**src/rtl/axil_pkg.sv**
```systemverilog
// Shared AXI4-Lite definitions: response codes and the master engine FSM encoding.
package axil_pkg;

  localparam logic [1:0] RESP_OKAY   = 2'b00;
  localparam logic [1:0] RESP_EXOKAY = 2'b01;
  localparam logic [1:0] RESP_SLVERR = 2'b10;
  localparam logic [1:0] RESP_DECERR = 2'b11;

  typedef enum logic [2:0] {
    ST_IDLE,
    ST_WADDR,
    ST_WRESP,
    ST_RADDR,
    ST_RDATA,
    ST_RSP
  } state_t;

endpackage

```
**src/rtl/axil_master_engine_if.sv**
```systemverilog
// AXI4-Lite bus bundle; master drives the address/data channels, slave the responses.
interface axil_master_engine_if #(
  parameter int ADDR_W = 32,
  parameter int DATA_W = 32
);

  logic                  AWVALID;
  logic                  AWREADY;
  logic [ADDR_W-1:0]     AWADDR;
  logic [2:0]            AWPROT;
  logic                  WVALID;
  logic                  WREADY;
  logic [DATA_W-1:0]     WDATA;
  logic [DATA_W/8-1:0]   WSTRB;
  logic                  BVALID;
  logic                  BREADY;
  logic [1:0]            BRESP;
  logic                  ARVALID;
  logic                  ARREADY;
  logic [ADDR_W-1:0]     ARADDR;
  logic [2:0]            ARPROT;
  logic                  RVALID;
  logic                  RREADY;
  logic [DATA_W-1:0]     RDATA;
  logic [1:0]            RRESP;

  modport master (
    output AWVALID, AWADDR, AWPROT, input AWREADY,
    output WVALID, WDATA, WSTRB, input WREADY,
    input BVALID, BRESP, output BREADY,
    output ARVALID, ARADDR, ARPROT, input ARREADY,
    input RVALID, RDATA, RRESP, output RREADY
  );

  modport slave (
    input AWVALID, AWADDR, AWPROT, output AWREADY,
    input WVALID, WDATA, WSTRB, output WREADY,
    output BVALID, BRESP, input BREADY,
    input ARVALID, ARADDR, ARPROT, output ARREADY,
    output RVALID, RDATA, RRESP, input RREADY
  );

endinterface

```
**src/rtl/axil_chan_hold.sv**
```systemverilog
// VALID/payload hold register: raised on load, held until its handshake, then dropped.
module axil_chan_hold #(
  parameter int W = 32
) (
  input  logic         ACLK,
  input  logic         ARESETn,
  input  logic         load,
  input  logic         abort,
  input  logic         ready,
  input  logic [W-1:0] din,
  output logic         valid,
  output logic [W-1:0] dout
);

  always_ff @(posedge ACLK) begin
    if (!ARESETn) begin
      valid <= 1'b0;
      dout  <= '0;
    end else if (load) begin
      valid <= 1'b1;
      dout  <= din;
    end else if (abort || (valid && ready)) begin
      valid <= 1'b0;
    end
  end

endmodule

```
**src/rtl/axil_master_engine.sv**
```systemverilog
// Single-outstanding AXI4-Lite master: one command in, one response out.
// Optional watchdog abort enabled with `define AXIL_MASTER_TIMEOUT_EN.
module axil_master_engine
  import axil_pkg::*;
#(
  parameter int         ADDR_W      = 32,
  parameter int         DATA_W      = 32,
  parameter int         TIMEOUT_CYC = 256,
  parameter logic [2:0] PROT        = 3'b000
) (
  input  logic                ACLK,
  input  logic                ARESETn,
  input  logic                cmd_valid,
  output logic                cmd_ready,
  input  logic                cmd_write,
  input  logic [ADDR_W-1:0]   cmd_addr,
  input  logic [DATA_W-1:0]   cmd_wdata,
  input  logic [DATA_W/8-1:0] cmd_wstrb,
  output logic                rsp_valid,
  input  logic                rsp_ready,
  output logic [DATA_W-1:0]   rsp_rdata,
  output logic [1:0]          rsp_resp,
  output logic                rsp_timeout,
  axil_master_engine_if.master axi
);

  localparam int STRB_W = DATA_W / 8;

  state_t              state, state_next;
  logic                accept, busy, done_now, timeout_hit;
  logic                aw_valid, w_valid, ar_valid, aw_ok, w_ok;
  logic [ADDR_W-1:0]   aw_addr, ar_addr;
  logic [DATA_W-1:0]   w_data;
  logic [STRB_W-1:0]   w_strb;
  logic [DATA_W-1:0]   rdata_q;
  logic [1:0]          resp_q;

  assign cmd_ready = (state == ST_IDLE);
  assign accept    = cmd_valid && cmd_ready;
  assign busy      = (state == ST_WADDR) || (state == ST_WRESP) ||
                     (state == ST_RADDR) || (state == ST_RDATA);
  assign done_now  = ((state == ST_WRESP) && axi.BVALID) ||
                     ((state == ST_RDATA) && axi.RVALID);

  axil_chan_hold #(.W(ADDR_W)) u_aw (
    .ACLK(ACLK), .ARESETn(ARESETn), .load(accept && cmd_write), .abort(timeout_hit),
    .ready(axi.AWREADY), .din(cmd_addr), .valid(aw_valid), .dout(aw_addr)
  );

  axil_chan_hold #(.W(DATA_W + STRB_W)) u_w (
    .ACLK(ACLK), .ARESETn(ARESETn), .load(accept && cmd_write), .abort(timeout_hit),
    .ready(axi.WREADY), .din({cmd_wdata, cmd_wstrb}), .valid(w_valid),
    .dout({w_data, w_strb})
  );

  axil_chan_hold #(.W(ADDR_W)) u_ar (
    .ACLK(ACLK), .ARESETn(ARESETn), .load(accept && !cmd_write), .abort(timeout_hit),
    .ready(axi.ARREADY), .din(cmd_addr), .valid(ar_valid), .dout(ar_addr)
  );

  assign axi.AWVALID = aw_valid;
  assign axi.AWADDR  = aw_addr;
  assign axi.AWPROT  = PROT;
  assign axi.WVALID  = w_valid;
  assign axi.WDATA   = w_data;
  assign axi.WSTRB   = w_strb;
  assign axi.ARVALID = ar_valid;
  assign axi.ARADDR  = ar_addr;
  assign axi.ARPROT  = PROT;
  assign axi.BREADY  = (state == ST_WRESP);
  assign axi.RREADY  = (state == ST_RDATA);

  // A channel counts as done once its VALID has dropped or it handshakes this cycle.
  assign aw_ok = !aw_valid || axi.AWREADY;
  assign w_ok  = !w_valid  || axi.WREADY;

`ifdef AXIL_MASTER_TIMEOUT_EN
  localparam int                CNT_W    = $clog2(TIMEOUT_CYC + 1);
  localparam logic [CNT_W-1:0] CNT_LAST = CNT_W'(TIMEOUT_CYC - 2);
  logic [CNT_W-1:0] cnt;
  logic             timeout_q;

  // Cycle k after acceptance holds cnt = k-1, so RSP is entered TIMEOUT_CYC cycles after acceptance.
  always_ff @(posedge ACLK) begin
    if (!ARESETn || accept) cnt <= '0;
    else if (busy && cnt != CNT_LAST) cnt <= cnt + 1'b1;
  end

  assign timeout_hit = busy && (cnt == CNT_LAST) && !done_now;
  assign rsp_timeout = timeout_q;
`else
  assign timeout_hit = 1'b0;
  assign rsp_timeout = 1'b0;
`endif

  always_ff @(posedge ACLK) begin
    if (!ARESETn) state <= ST_IDLE;
    else          state <= state_next;
  end

  always_comb begin
    state_next = state;
    case (state)
      ST_IDLE:  if (accept) state_next = cmd_write ? ST_WADDR : ST_RADDR;
      ST_WADDR: if (aw_ok && w_ok) state_next = ST_WRESP;
      ST_WRESP: if (axi.BVALID) state_next = ST_RSP;
      ST_RADDR: if (ar_valid && axi.ARREADY) state_next = ST_RDATA;
      ST_RDATA: if (axi.RVALID) state_next = ST_RSP;
      ST_RSP:   if (rsp_ready) state_next = ST_IDLE;
      default:  state_next = ST_IDLE;
    endcase
    if (timeout_hit) state_next = ST_RSP;
  end

  always_ff @(posedge ACLK) begin
    if (!ARESETn) begin
      rdata_q <= '0;
      resp_q  <= RESP_OKAY;
    end else if (timeout_hit) begin
      rdata_q <= '0;
      resp_q  <= RESP_SLVERR;
    end else if ((state == ST_WRESP) && axi.BVALID) begin
      rdata_q <= '0;
      resp_q  <= axi.BRESP;
    end else if ((state == ST_RDATA) && axi.RVALID) begin
      rdata_q <= axi.RDATA;
      resp_q  <= axi.RRESP;
    end
  end

`ifdef AXIL_MASTER_TIMEOUT_EN
  always_ff @(posedge ACLK) begin
    if (!ARESETn)         timeout_q <= 1'b0;
    else if (timeout_hit) timeout_q <= 1'b1;
    else if (done_now)    timeout_q <= 1'b0;
  end
`endif

  assign rsp_valid = (state == ST_RSP);
  assign rsp_rdata = rdata_q;
  assign rsp_resp  = resp_q;

endmodule
```
**src/flat_wrapper.sv**
```systemverilog
// flat-port wrapper written by rule: the top's interface ports become plain ports
module axil_master_engine_flat import axil_pkg::*;
#(
  parameter int         ADDR_W      = 32,
  parameter int         DATA_W      = 32,
  parameter int         TIMEOUT_CYC = 256,
  parameter logic [2:0] PROT        = 3'b000
)
  (ACLK, ARESETn, cmd_valid, cmd_ready, cmd_write, cmd_addr, cmd_wdata, cmd_wstrb, rsp_valid, rsp_ready, rsp_rdata, rsp_resp, rsp_timeout, axi_AWVALID, axi_AWADDR, axi_AWPROT, axi_AWREADY, axi_WVALID, axi_WDATA, axi_WSTRB, axi_WREADY, axi_BVALID, axi_BRESP, axi_BREADY, axi_ARVALID, axi_ARADDR, axi_ARPROT, axi_ARREADY, axi_RVALID, axi_RDATA, axi_RRESP, axi_RREADY);
  axil_master_engine_if #(.ADDR_W(ADDR_W), .DATA_W(DATA_W)) axi_i ();
  input  logic ACLK;
  input  logic ARESETn;
  input  logic cmd_valid;
  output logic cmd_ready;
  input  logic cmd_write;
  input  logic [ADDR_W-1:0] cmd_addr;
  input  logic [DATA_W-1:0] cmd_wdata;
  input  logic [DATA_W/8-1:0] cmd_wstrb;
  output logic rsp_valid;
  input  logic rsp_ready;
  output logic [DATA_W-1:0] rsp_rdata;
  output logic [1:0] rsp_resp;
  output logic rsp_timeout;
  output wire logic [$bits(axi_i.AWVALID)-1:0] axi_AWVALID;
  output wire logic [$bits(axi_i.AWADDR)-1:0] axi_AWADDR;
  output wire logic [$bits(axi_i.AWPROT)-1:0] axi_AWPROT;
  input wire logic [$bits(axi_i.AWREADY)-1:0] axi_AWREADY;
  output wire logic [$bits(axi_i.WVALID)-1:0] axi_WVALID;
  output wire logic [$bits(axi_i.WDATA)-1:0] axi_WDATA;
  output wire logic [$bits(axi_i.WSTRB)-1:0] axi_WSTRB;
  input wire logic [$bits(axi_i.WREADY)-1:0] axi_WREADY;
  input wire logic [$bits(axi_i.BVALID)-1:0] axi_BVALID;
  input wire logic [$bits(axi_i.BRESP)-1:0] axi_BRESP;
  output wire logic [$bits(axi_i.BREADY)-1:0] axi_BREADY;
  output wire logic [$bits(axi_i.ARVALID)-1:0] axi_ARVALID;
  output wire logic [$bits(axi_i.ARADDR)-1:0] axi_ARADDR;
  output wire logic [$bits(axi_i.ARPROT)-1:0] axi_ARPROT;
  input wire logic [$bits(axi_i.ARREADY)-1:0] axi_ARREADY;
  input wire logic [$bits(axi_i.RVALID)-1:0] axi_RVALID;
  input wire logic [$bits(axi_i.RDATA)-1:0] axi_RDATA;
  input wire logic [$bits(axi_i.RRESP)-1:0] axi_RRESP;
  output wire logic [$bits(axi_i.RREADY)-1:0] axi_RREADY;
  assign axi_AWVALID = axi_i.AWVALID;
  assign axi_AWADDR = axi_i.AWADDR;
  assign axi_AWPROT = axi_i.AWPROT;
  assign axi_i.AWREADY = axi_AWREADY;
  assign axi_WVALID = axi_i.WVALID;
  assign axi_WDATA = axi_i.WDATA;
  assign axi_WSTRB = axi_i.WSTRB;
  assign axi_i.WREADY = axi_WREADY;
  assign axi_i.BVALID = axi_BVALID;
  assign axi_i.BRESP = axi_BRESP;
  assign axi_BREADY = axi_i.BREADY;
  assign axi_ARVALID = axi_i.ARVALID;
  assign axi_ARADDR = axi_i.ARADDR;
  assign axi_ARPROT = axi_i.ARPROT;
  assign axi_i.ARREADY = axi_ARREADY;
  assign axi_i.RVALID = axi_RVALID;
  assign axi_i.RDATA = axi_RDATA;
  assign axi_i.RRESP = axi_RRESP;
  assign axi_RREADY = axi_i.RREADY;
  axil_master_engine #(.ADDR_W(ADDR_W), .DATA_W(DATA_W), .TIMEOUT_CYC(TIMEOUT_CYC), .PROT(PROT)) u_core (.ACLK(ACLK), .ARESETn(ARESETn), .cmd_valid(cmd_valid), .cmd_ready(cmd_ready), .cmd_write(cmd_write), .cmd_addr(cmd_addr), .cmd_wdata(cmd_wdata), .cmd_wstrb(cmd_wstrb), .rsp_valid(rsp_valid), .rsp_ready(rsp_ready), .rsp_rdata(rsp_rdata), .rsp_resp(rsp_resp), .rsp_timeout(rsp_timeout), .axi(axi_i));
endmodule
```
**config.mk**
```make
export PLATFORM = sky130hd
export DESIGN_NAME = axil_master_engine_flat
export DESIGN_NICKNAME = d
export VERILOG_FILES = /design/src/rtl/axil_pkg.sv /design/src/rtl/axil_master_engine_if.sv /design/src/rtl/axil_chan_hold.sv /design/src/rtl/axil_master_engine.sv /design/src/flat_wrapper.sv
export SDC_FILE = /design/constraint.sdc
export NUM_CORES = 1
export LEC_CHECK = 0
export ABC_AREA = 1
export CAP_MARGIN = 20
export CELL_PAD_IN_SITES_DETAIL_PLACEMENT = 0
export CELL_PAD_IN_SITES_GLOBAL_PLACEMENT = 2
export CORE_MARGIN = 2
export CORE_UTILIZATION = 21
export CTS_CLUSTER_DIAMETER = 40
export DETAILED_ROUTE_END_ITERATION = 7
export GPL_TIMING_DRIVEN = 0
export PLACE_DENSITY_LB_ADDON = 0.1
export SLEW_MARGIN = 20
export SYNTH_ARGS = -nofsm -noshare
export SYNTH_HDL_FRONTEND = slang
export SYNTH_SLANG_ARGS = --single-unit
export TNS_END_PERCENT = 1
```
**constraint.sdc**
```tcl
create_clock -name ACLK -period 1.55 [get_ports ACLK]
set_input_delay 0.31 -clock ACLK [delete_from_list [all_inputs] [get_ports ACLK]]
set_output_delay 0.31 -clock ACLK [all_outputs]
set_load 0.02 [all_outputs]
```
# Word level (Yosys, flattened, before mapping)
# Index checks and enable logic that the tools add are counted.
# classes
n_eq_ne,11
muxes,16
n_bitwise,1
reduce_logical,21
# ops
op,n
$mux W3,6
$pmux W3 S6,1
$ne A2 B2 Y1 const B,5
$logic_and A1 B1 Y1,9
$reduce_bool A2 Y1,4
$eq A3 B2 Y1 const B,2
$eq A3 B3 Y1 const B,2
$mux W1,6
$mux W2,3
$reduce_and A6 Y1,1
$eq A3 B1 Y1 const B,1
$logic_not A1 Y1,3
$logic_not A3 Y1,1
$logic_or A1 B1 Y1,2
$ne A2 B1 Y1 const B,1
$reduce_or A2 Y1,1
$not A1 Y1,1
# totals
reg_bits,140
in_bits,114
out_inout_bits,148
word_cells,58

# Longest topological paths before layout
# Gate-level depths: netlist of run 1.
# logic_depth
word_depth,5
ltp_mapped,11
mapped_depth_nobuf,10

# Cells and area by module
# From an unflattened synthesis of run 1, not the netlist that was laid out.
# hier_totals
cells_unflattened,668
area_unflattened_um2,5286.3
# by_module_without_submodules
mod,n_inst,cells_each,area_per_inst_um2
axil_chan_hold (u_core.u_ar ...),2,144,1161.1
axil_master_engine,1,218,1589.0
axil_chan_hold (u_core.u_w),1,162,1375.1

# Worst setup path after synthesis of run 1
# No wires, ideal clock.
# synth_timing
kind,register to register
from,register u_core.state[0]
to,register u_core.u_ar.dout[11]
arrival_time_ns,1.359
required_time_ns,1.431
slack_ns,0.072
path_stages_with_launch,8
n_path_buf,3
cell_sequence,dfxtp_1 > buf_6 > nor3_4 > nand3_2 > buf_6 > clkbuf_2 > o21ai_0 > a21oi_1
# synth_via
elab_chain_len,3
# synth_lines
element,line_no,source
"start, declared",axil_master_engine.sv:29,"state_t state, state_next;"
"start signal, assigned",axil_master_engine.sv:98,else state <= state_next;
$logic_not A3 Y1,axil_master_engine.sv:38,assign cmd_ready = (state == ST_IDLE);
via cmd_ready,flat_wrapper.sv:14,output logic cmd_ready;
$logic_and A1 B1 Y1,axil_master_engine.sv:39,assign accept = cmd_valid && cmd_ready;
$logic_and A1 B1 Y1,axil_master_engine.sv:57,".ACLK(ACLK), .ARESETn(ARESETn), .load(accept && !cmd_write), .abort(timeout_hit),"
"end signal, assigned",axil_chan_hold.sv:21,dout <= din;
"end, declared",axil_chan_hold.sv:12,output logic [W-1:0] dout
# The timed path passes the listed nets, and every way through them passes these cells.
# A chain may end at the register's enable or synchronous reset.

# Worst setup path after layout of run 1
# layout_timing
from,register u_core.state[0]
to,output port cmd_ready
# layout_via
elab_chain_len,1
# layout_lines
element,line_no
$logic_not A3 Y1,axil_master_engine.sv:38
"end, declared",flat_wrapper.sv:14
# No other way between the ends.

==> out/qor.csv, run 1 <==
metric,value,unit
status,"finished, violations left",
failing checks,negative setup slack,
dominant cells by area after synthesis,"dfxtp_1 (53%), a21oi_1 (13%), inv_1 (8.0%)",
postcts setup bufs,0,
maximum vdd drop,0.000600,V
crit path max-delay cell type,dfxtp_2,
Hold Path Class,input pin to register,
Cell variety after synth,24,
Antenna Nets Post-Route,0,
Pre-Repair DR Iteration Count,4,
HPWL Detailed,13.9,mm
Final setup viols,3,
die width,163,µm
layout cells sized above 1,0.0960,
first-pass GRT wire length,28.8,mm
WHS Endpoint,u_core.rsp_rdata[31]$_SDFFE_PP0P_,
"most common cell after layout, fill and taps aside",a21oi_1,
CP Cell Sequence,buf_6 -> nor3_4 -> buf_4,
num ports,262,
clock tree root driver cell,clkbuf_16,
Starting Density,0.213,
Fin. Hold Viols,0,
Seq pwr share,0.352,
top fanout value on the critical path,8,
multi-input logic area,1740,µm²
Vias,5113,
CP Class,register to primary output,
Register-to-Register Path Depth,7,
TritonCTS clock tree,yes,
area taken by flip-flops and latches,2810,µm²
clock share of power,0.347,
total grt overflow,0,
pre-CTS WS,-502,ps
"Cell Area, Synth",5310,µm²
post-route setup slack,-55.5,ps
Num CTS Buffers,17,
gr usage total,0.141,
largest net degree at the start of global routing,17,
fin cells,1278,
core footprint,25000,µm²
Worst Skew,11.2,ps
Crit path largest cell delay,320,ps
Post-Synthesis Cells,658,
fin nets,1050,
drt initial violations,153,
internal power,8.70,mW
fin crit share,1.04,
fmax,623,MHz
leakage,3.87,nW
clk_lat worst skew,420,ps
placed cell count,1247,
via/cell ratio,4.00,
reg2reg start,u_core.state[0]$_SDFFE_PN0P_,
Worst Path Required,1240,ps
H-tree levels,4,
ANT cells,0,
number of max-cap violations,0,
setup_tns,-108,ps
syn avg cell area,8.06,µm²
die height,163,µm
cell taking the most area after synthesis,dfxtp_1,
hold path start,ARESETn,
DR WL/cell,14.7,µm
fin crit period,1610,ps
Synth Warn #,0,
post-synthesis register bit count,140,
clk buf depth,2,
initial antenna violation count,0,
final core occ,0.351,
Routed WL,18.8,mm
vias in the first global route,5037,
Synth top area share,0.528,
Worst setup EP type,primary output,
Filler Cells Inserted,2721,
Area Growth Syn to Fin,65.4,%
Logic pwr share,0.301,
crit path from,u_core.state[0]$_SDFFE_PN0P_,
end of the worst register-to-register path,u_core.u_aw.dout[13]$_SDFFE_PN0P_,
Port Buffer Count,253,
drt drc,0,
FF-to-FF setup slack,20,ps
hold-critical path depth,3,
critical path startpoint category,register,
Clock transition at path regs,60,ps
Net Switching,4.37,mW
most frequent cells in the layout,"a21oi_1 (138), dlygate4sd2_1 (137), dfxtp_1 (137), inv_1 (112), clkdlybuf4s50_1 (112)",
Die Area,26600,µm²
"Slew Viols, Final",0,
Sink Count,140,
global placement routability congestion,0.688,
Power Density,1490,nW/µm²
RSZ-0062 raised after global routing,yes,
"Seq/Total Area, Yosys",0.528,
Sw Ratio,0.334,
crit path DAT,1300,ps
WHS,313,ps
Rows,58,
## layout make-up
class | count | area share
repair buffers | 253 | 0.268
well taps | 330 | 0.0471
clock inverters | 13 | 0.0244
flip-flops and latches | 140 | 0.320
plain buffers | 51 | 0.0433
multi-input cells | 358 | 0.198
clock buffers | 18 | 0.0489
inverters | 115 | 0.0495
## routing by layer
metal	share of wire	global-route usage	vias up
li1	-	-	2659
met1	0.43	0.173	2285
met2	0.46	0.226	160
met3	0.096	0.0621	9
met4	0.0079	0.0374	0
met5	0	0	-
## state kept, by name (all words and copies together), names as in the netlist
register,cells
u_core.rsp_rdata,32
u_core.rsp_resp,2
u_core.state,3
u_core.u_ar.dout,32
u_core.u_ar.valid,1
u_core.u_aw.dout,32
u_core.u_aw.valid,1
u_core.u_w.dout,36
u_core.u_w.valid,1
## worst max-delay path: cells and delay by family, from the launching register on
kind                   cells  cell delay (ps)
and+or+nand+nor            1              220
buffers and inverters      2              340
DFF                        1              320
## power by group through the flow
stage	clock (mW)	combinational, mW	sequential [mW]
floorplan	0	1.51	5.43
global placement	0	4.44	4.68
CTS	4.71	3.99	4.60
detailed placement	0	4.41	4.68
finish	4.54	3.94	4.60
global route	4.85	4.33	4.69
## worst max path at each step
stage,endpoint,slack [ps],cells after the start
floorplan,u_core.u_ar.dout[11]$_SDFFE_PN0P_,70,7
global placement,u_core.u_aw.dout[20]$_SDFFE_PN0P_,-510,5
detailed placement,u_core.u_aw.dout[20]$_SDFFE_PN0P_,-500,5
CTS,axi_RREADY,-120,5
global route,cmd_ready,-130,3
finish,cmd_ready,-60,3
## cells in the mapped netlist
library cell and instances:
conb_1 1, or2_0 2, buf_6 16, inv_2 2, clkbuf_1 12, o21ai_1 37, dfxtp_1 140, nand4_1 2
inv_1 113, buf_4 13, o211ai_1 2, nor2_1 8, nand3_2 2, nor3_4 2, nor2_4 1, buf_2 8
nand2_2 2, clkbuf_2 2, a21oi_1 138, nand3_1 2, o21ai_0 65, nand2_1 84, nor3_1 3, nand3b_1 1
## kinds of logic after synthesis
logic type | count (synthesis) | share of synthesized area
AO/OA/AOI/OAI | 242 | 0.229
AND/OR/NAND/NOR | 109 | 0.0903
other | 1 | 0.000707
buffers and inverters | 166 | 0.152
flip-flops | 140 | 0.528
## per-stage QoR
| stage | area (µm²) | total power, mW |
|---|---|---|
| CTS | 8760 | 13.3 |
| finish | 8770 | 13.1 |
| floorplan | 5330 | 6.93 |
| global placement | 8270 | 9.11 |
| detailed placement | 8270 | 9.09 |
| global route | 8770 | 13.9 |
## what timing repair did
item,4_1_cts,5_1_grt
pin swaps,2,0
cloned,0,0
setup endpoints to repair,194,112
hold buffers,0,0
resized for setup,169,23
(Power assumes the default switching activity.)
==> run 2, diff against run 1 <==
Settings changed: CTS_CLUSTER_DIAMETER 40 to not set.
==> results of run 2 <==
No change in the layout: final DEF, timing and power equal those of run 1.
